$ cat src/rtl/mult_seq_ctrl.sv
`default_nettype none
// ============================================================================
// Module   : adder_32bit / mult_seq_ctrl
// Brief    : 32x32->64 unsigned shift-add multiplier, one partial add per clk.
// Revision : 1.0
// ============================================================================

module adder_32bit (
   input  logic [31:0] i0,
   input  logic [31:0] i1,
   input  logic        carry_in,
   output logic [31:0] sum,
   output logic        carry_out
);
   assign {carry_out, sum} = {1'b0, i0} + {1'b0, i1} + {32'h0, carry_in};
endmodule

module mult_seq_ctrl #(
   parameter int DONE_HOLD = 0
) (
   input  logic        clk,
   input  logic        rst_n,
   input  logic        start,
   input  logic [31:0] multiplicand,
   input  logic [31:0] multiplier,
   output logic        busy,
   output logic        done,
   output logic [63:0] product,
   output logic [5:0]  iter_cnt
);

   typedef enum logic [1:0] {
      ST_IDLE = 2'd0,
      ST_RUN  = 2'd1,
      ST_DONE = 2'd2
   } state_t;

   state_t      state_q, state_d;
   logic [31:0] a_q, a_d;
   logic [63:0] p_q, p_d;
   logic [5:0]  cnt_q, cnt_d;
   logic [63:0] product_q, product_d;

   logic [31:0] w_add_i1;
   logic [31:0] w_add_sum;
   logic        w_add_co;

   assign w_add_i1 = p_q[0] ? a_q : 32'h0;

   adder_32bit u_adder (
      .i0        (p_q[63:32]),
      .i1        (w_add_i1),
      .carry_in  (1'b0),
      .sum       (w_add_sum),
      .carry_out (w_add_co)
   );

   always_comb begin
      state_d   = state_q;
      a_d       = a_q;
      p_d       = p_q;
      cnt_d     = cnt_q;
      product_d = product_q;

      case (state_q)
         ST_IDLE: begin
            if (start) begin
               a_d     = multiplicand;
               p_d     = {32'h0, multiplier};
               cnt_d   = 6'd0;
               state_d = ST_RUN;
            end
         end
         ST_RUN: begin
            p_d   = {w_add_co, w_add_sum, p_q[31:1]};
            cnt_d = cnt_q + 6'd1;
            // 32nd add lands on this edge, so DONE is entered together with it
            if (cnt_q == 6'd31) begin
               state_d = ST_DONE;
            end
         end
         ST_DONE: begin
            if (start) begin
               a_d     = multiplicand;
               p_d     = {32'h0, multiplier};
               cnt_d   = 6'd0;
               state_d = ST_RUN;
            end else if (DONE_HOLD == 0) begin
               state_d = ST_IDLE;
            end
         end
         default: begin
            state_d = ST_IDLE;
         end
      endcase

      // Intermediate partial products never reach the output
      if (state_d != ST_RUN) begin
         product_d = p_d;
      end
   end

   always_ff @(posedge clk) begin
      if (!rst_n) begin
         state_q   <= ST_IDLE;
         a_q       <= 32'h0;
         p_q       <= 64'h0;
         cnt_q     <= 6'd0;
         product_q <= 64'h0;
      end else begin
         state_q   <= state_d;
         a_q       <= a_d;
         p_q       <= p_d;
         cnt_q     <= cnt_d;
         product_q <= product_d;
      end
   end

   assign busy     = (state_q == ST_RUN);
   assign done     = (state_q == ST_DONE);
   assign product  = product_q;
   assign iter_cnt = cnt_q;

endmodule
`default_nettype wire

$ cat config.mk
export PLATFORM = sky130hd
export DESIGN_NAME = mult_seq_ctrl
export DESIGN_NICKNAME = d
export VERILOG_FILES = /design/src/rtl/mult_seq_ctrl.sv
export SDC_FILE = /design/constraint.sdc
export NUM_CORES = 1
export LEC_CHECK = 0
export CORE_ASPECT_RATIO = 1.1
export CORE_MARGIN = 4
export CORE_UTILIZATION = 45
export CTS_CLUSTER_SIZE = 8
export DETAILED_ROUTE_END_ITERATION = 6
export GPL_TIMING_DRIVEN = 0
export HOLD_SLACK_MARGIN = 0.08
export PLACE_DENSITY = 0.7
export SYNTH_ARGS = -nofsm -noshare
export SYNTH_HDL_FRONTEND = slang
export SYNTH_SLANG_ARGS = --single-unit
export TNS_END_PERCENT = 30
$ cat constraint.sdc
create_clock -name clk -period 5 [get_ports clk]
set_input_delay 1 -clock clk [delete_from_list [all_inputs] [get_ports clk]]
set_output_delay 1 -clock clk [all_outputs]
set_load 0.02 [all_outputs]
==> results.py <==
metrics = {
    "status": {
        "status": "finished, final reports clean",
    },
    "detailed_routing": {
        "vias": 7202,
        "drt-initial-drc-count": 509,
        "ant_nets": 0,
        "vias_per_cell": 5.68,
        "firstDrtPassIters": 5,
        "wl_per_cell_um": 17.8,
        "drc": 0,
        "finalWirelength_mm": 22.5,
    },
    "cts": {
        "cts_tree": "built",
        "ctsLongestPathBuffers": 2,
        "postCtsSetupRepairBufs": 0,
        "clk-insertion-delay-late_ns": 0.42,
        "numCtsBuffers": 17,
        "clk_pin_slew_worst_paths_ns": 0.07,
        "cts.root.buffer_cell": "sky130_fd_sc_hd__clkbuf_16",
        "clkSinkCount": 168,
        "ctsResizeCount": 0,
        "cts_hold_buffers": 0,
        "cts_htree_levels": 4,
    },
    "timing": {
        "setup_total_negative_slack_ns": 0,
        "timing.final.hold_violations": 0,
        "max_freq_mhz": 261,
        "fin_ws_ns": 1.17,
        "timing.final.max_slew_violations": 0,
        "maxSlewHeadroom_pct": 51.2,
        "rsz_0062_raised_after_global_routing": "no",
        "finalClockSkew_ns": 0.00529,
        "worst_pin_slew_ns": 0.733,
        "share_of_the_cycle_needed_by_the_critical_path_after_routing_pct": 76.6,
        "setup_viol": 0,
        "period_needed_ns": 3.83,
    },
    "placed_design": {
        "hpwl_mm": 16.8,
        "gp_routability_congestion": 0.929,
        "io_buffers": 137,
        "post-place-ws_ns": 1.22,
    },
    "synth": {
        "synth_fp_nets": 996,
        "synth_top_area_share_pct": 43.7,
        "synth_top_cell_by_area": "sky130_fd_sc_hd__dfxtp_1",
        "synth_async_sr_flop_share_pct": 0,
        "synth.lib_cells_used.distinct": 53,
        "seq_area_frac_synth_pct": 43.7,
        "synth_warnings": 0,
        "yosys-top-cells-area": "sky130_fd_sc_hd__dfxtp_1 44%, sky130_fd_sc_hd__a21oi_1 6.9%, sky130_fd_sc_hd__nand2_1 6.7%",
        "synth_seq_cells": 168,
        "syn_area_mm2": 0.00769,
        "yosysMostFrequentCell": "sky130_fd_sc_hd__dfxtp_1",
        "syn_inst": 895,
        "synth_commonest_cells": "168 x sky130_fd_sc_hd__dfxtp_1, 137 x sky130_fd_sc_hd__nand2_1, 106 x sky130_fd_sc_hd__a21oi_1",
        "synth_edf_count": 0,
        "post_synth.cell_area_avg_um2": 8.59,
        "main_synth_ff_type": "sky130_fd_sc_hd__dfxtp_1",
    },
    "critical_path": {
        "worst-endpoint-arrival_ns": 4.15,
        "worst-endpoint-required_ns": 5.32,
        "cp_num_buf_inv": 2,
        "timing.setup.critical_path_class": "reg -> reg",
        "critical_path.max_stage_delay_ns": 0.47,
        "timing.critical_path.max_delay_family": "compound AO/OA/AOI/OAI gates",
        "setup.worst_path.start_class": "register",
        "timing.critical_path.mode_cell": "sky130_fd_sc_hd__o21ai_0",
        "critical_path.endpoint_type": "register",
        "timing.critical_path.fanout_max": 10,
        "worst_path_max_delay_cell": "sky130_fd_sc_hd__a21boi_1",
        "critical_path.cell_chain": "clkbuf_1 -> and2_1 -> ha_1 -> inv_1 -> fa_1 -> nand2b_1 -> a21oi_1 -> o21ai_0 -> a21boi_1 -> a41oi_1 -> xor2_1 -> o21ai_0 -> o21ba_2",
    },
    "pwr": {
        "pwr-share-comb_pct": 16.5,
        "netSwitchingFraction_pct": 27.8,
        "cellPowerDensity_mw_per_mm2": 340,
        "internal-power_mw": 2.43,
        "net-switching-power_uw": 934,
        "proportion_of_power_drawn_by_flip_flops_and_latches_pct": 44.3,
        "vdd_ir_drop_max_v": 0.000258,
        "p_leak_nw": 4.05,
        "clkPwrFrac_pct": 39.2,
    },
    "global_routing": {
        "global_route.overflow_total": 0,
        "globalRouteTotalUtil_pct": 23.5,
        "grt_first_pass_wirelength_mm": 36.8,
        "grt_pass1_vias": 7234,
        "antenna_violations_before_repair": 0,
        "grt_start_max_net_pins": 17,
    },
    "die": {
        "initial_core_utilization_pct": 46.5,
        "die_width_um": 133,
        "die-area_mm2": 0.0192,
        "boundaryPins": 139,
        "core-area_mm2": 0.0166,
        "die_h_um": 145,
        "placementRows": 49,
    },
    "layout": {
        "antenna_cells_inserted": 0,
        "syn2layout_area_growth_pct": 28.8,
        "fraction_of_layout_instances_using_a_drive_strength_above_1_pct": 4.23,
        "final_net_count": 1152,
    },
    "flow_run": {
        "drv.max_cap_violation_count": 0,
    },
    "hold_path": {
        "hold_path_class": "reg -> reg",
    },
}
==> final timing paths <==
check,start,endpoint,slack (ns),depth (start not counted)
setup / recovery,p_q[0],product[53],1.17,13
hold / removal,a_q[23],a_q[23],0.45,2
setup reg to reg,p_q[0],product[53],1.17,13
hold reg to reg,a_q[23],a_q[23],0.45,2
==> layout make-up <==
cell class                 count  area (um^2)
fill                        1511         6650
multi-input combinational    654         4050
clock inverter                13          146
inverter                      14         52.6
buffer                        59          221
timing repair buffer         137         1370
tap                          204          255
sequential                   168         3360
clock buffer                  19          443
==> tightest hold or removal path, stage by stage, from the launching register on <==
cell and delay [ns]:
sky130_fd_sc_hd__dfxtp_1 0.31, sky130_fd_sc_hd__nand2_1 0.05, sky130_fd_sc_hd__a21oi_1 0.05
==> cell usage in the layout (no fill, tap or decap), drive strengths merged, types with 31 or more instances in the layout <==
cell type,count
o22a,39
clkbuf,60
a22oi,43
dfxtp,168
clkdlybuf4s50,137
ha,33
nand2,137
a21oi,106
nor2,55
o21ai,31
and2,38
==> layer usage <==
layer | track usage (%) | vias to the layer above | wire length, um
li1 | - | 3521 | -
met5 | 0 | - | 0
met1 | 29.2 | 3382 | 9450
met3 | 7.48 | 39 | 2000
met2 | 38.2 | 260 | 10600
met4 | 8.63 | 0 | 508
==> state kept, by name, summed over array words and instances, names as in the netlist <==
name / cells
iter_cnt: 6
product: 64
state_q: 2
a_q: 32
p_q: 64
==> power groups by stage <==
stage | Combinational [mW] | Clock (mW) | Sequential [mW]
after global placement | 0.551 | 0 | 1.52
after global routing | 0.604 | 1.39 | 1.50
after CTS | 0.558 | 1.33 | 1.49
after floorplan | 0.223 | 0 | 1.58
after detailed placement | 0.555 | 0 | 1.52
final | 0.555 | 1.32 | 1.49
==> per-stage QoR <==
stage | power [mW] | hold WS [ns] | area [um^2] | cells | util [%]
2_1_floorplan | 1.80 | 0.432 | 7690 | 895 | -
3_3_place_gp | 2.07 | 0.440 | 9320 | 1236 | 56.3
3_5_place_dp | 2.07 | 0.442 | 9320 | 1236 | 56.3
4_1_cts | 3.38 | 0.451 | 9910 | 1268 | 59.8
5_1_grt | 3.50 | 0.472 | 9910 | 1268 | 59.8
6_report | 3.36 | 0.448 | 9910 | 1268 | 59.8
==> kinds of logic after synthesis <==
| logic type | after synthesis | synth area share [%] |
|---|---|---|
| AOI/OAI and AO/OA | 300 | 26.6 |
| xor gates and xnor gates | 26 | 2.96 |
| adders and majority gates | 34 | 5.63 |
| buffers and inverters | 73 | 3.56 |
| DFF | 168 | 43.7 |
| muxes | 4 | 0.521 |
| and+or+nand+nor | 290 | 17.0 |
No activity file was read; power rests on OpenSTA's default activity.
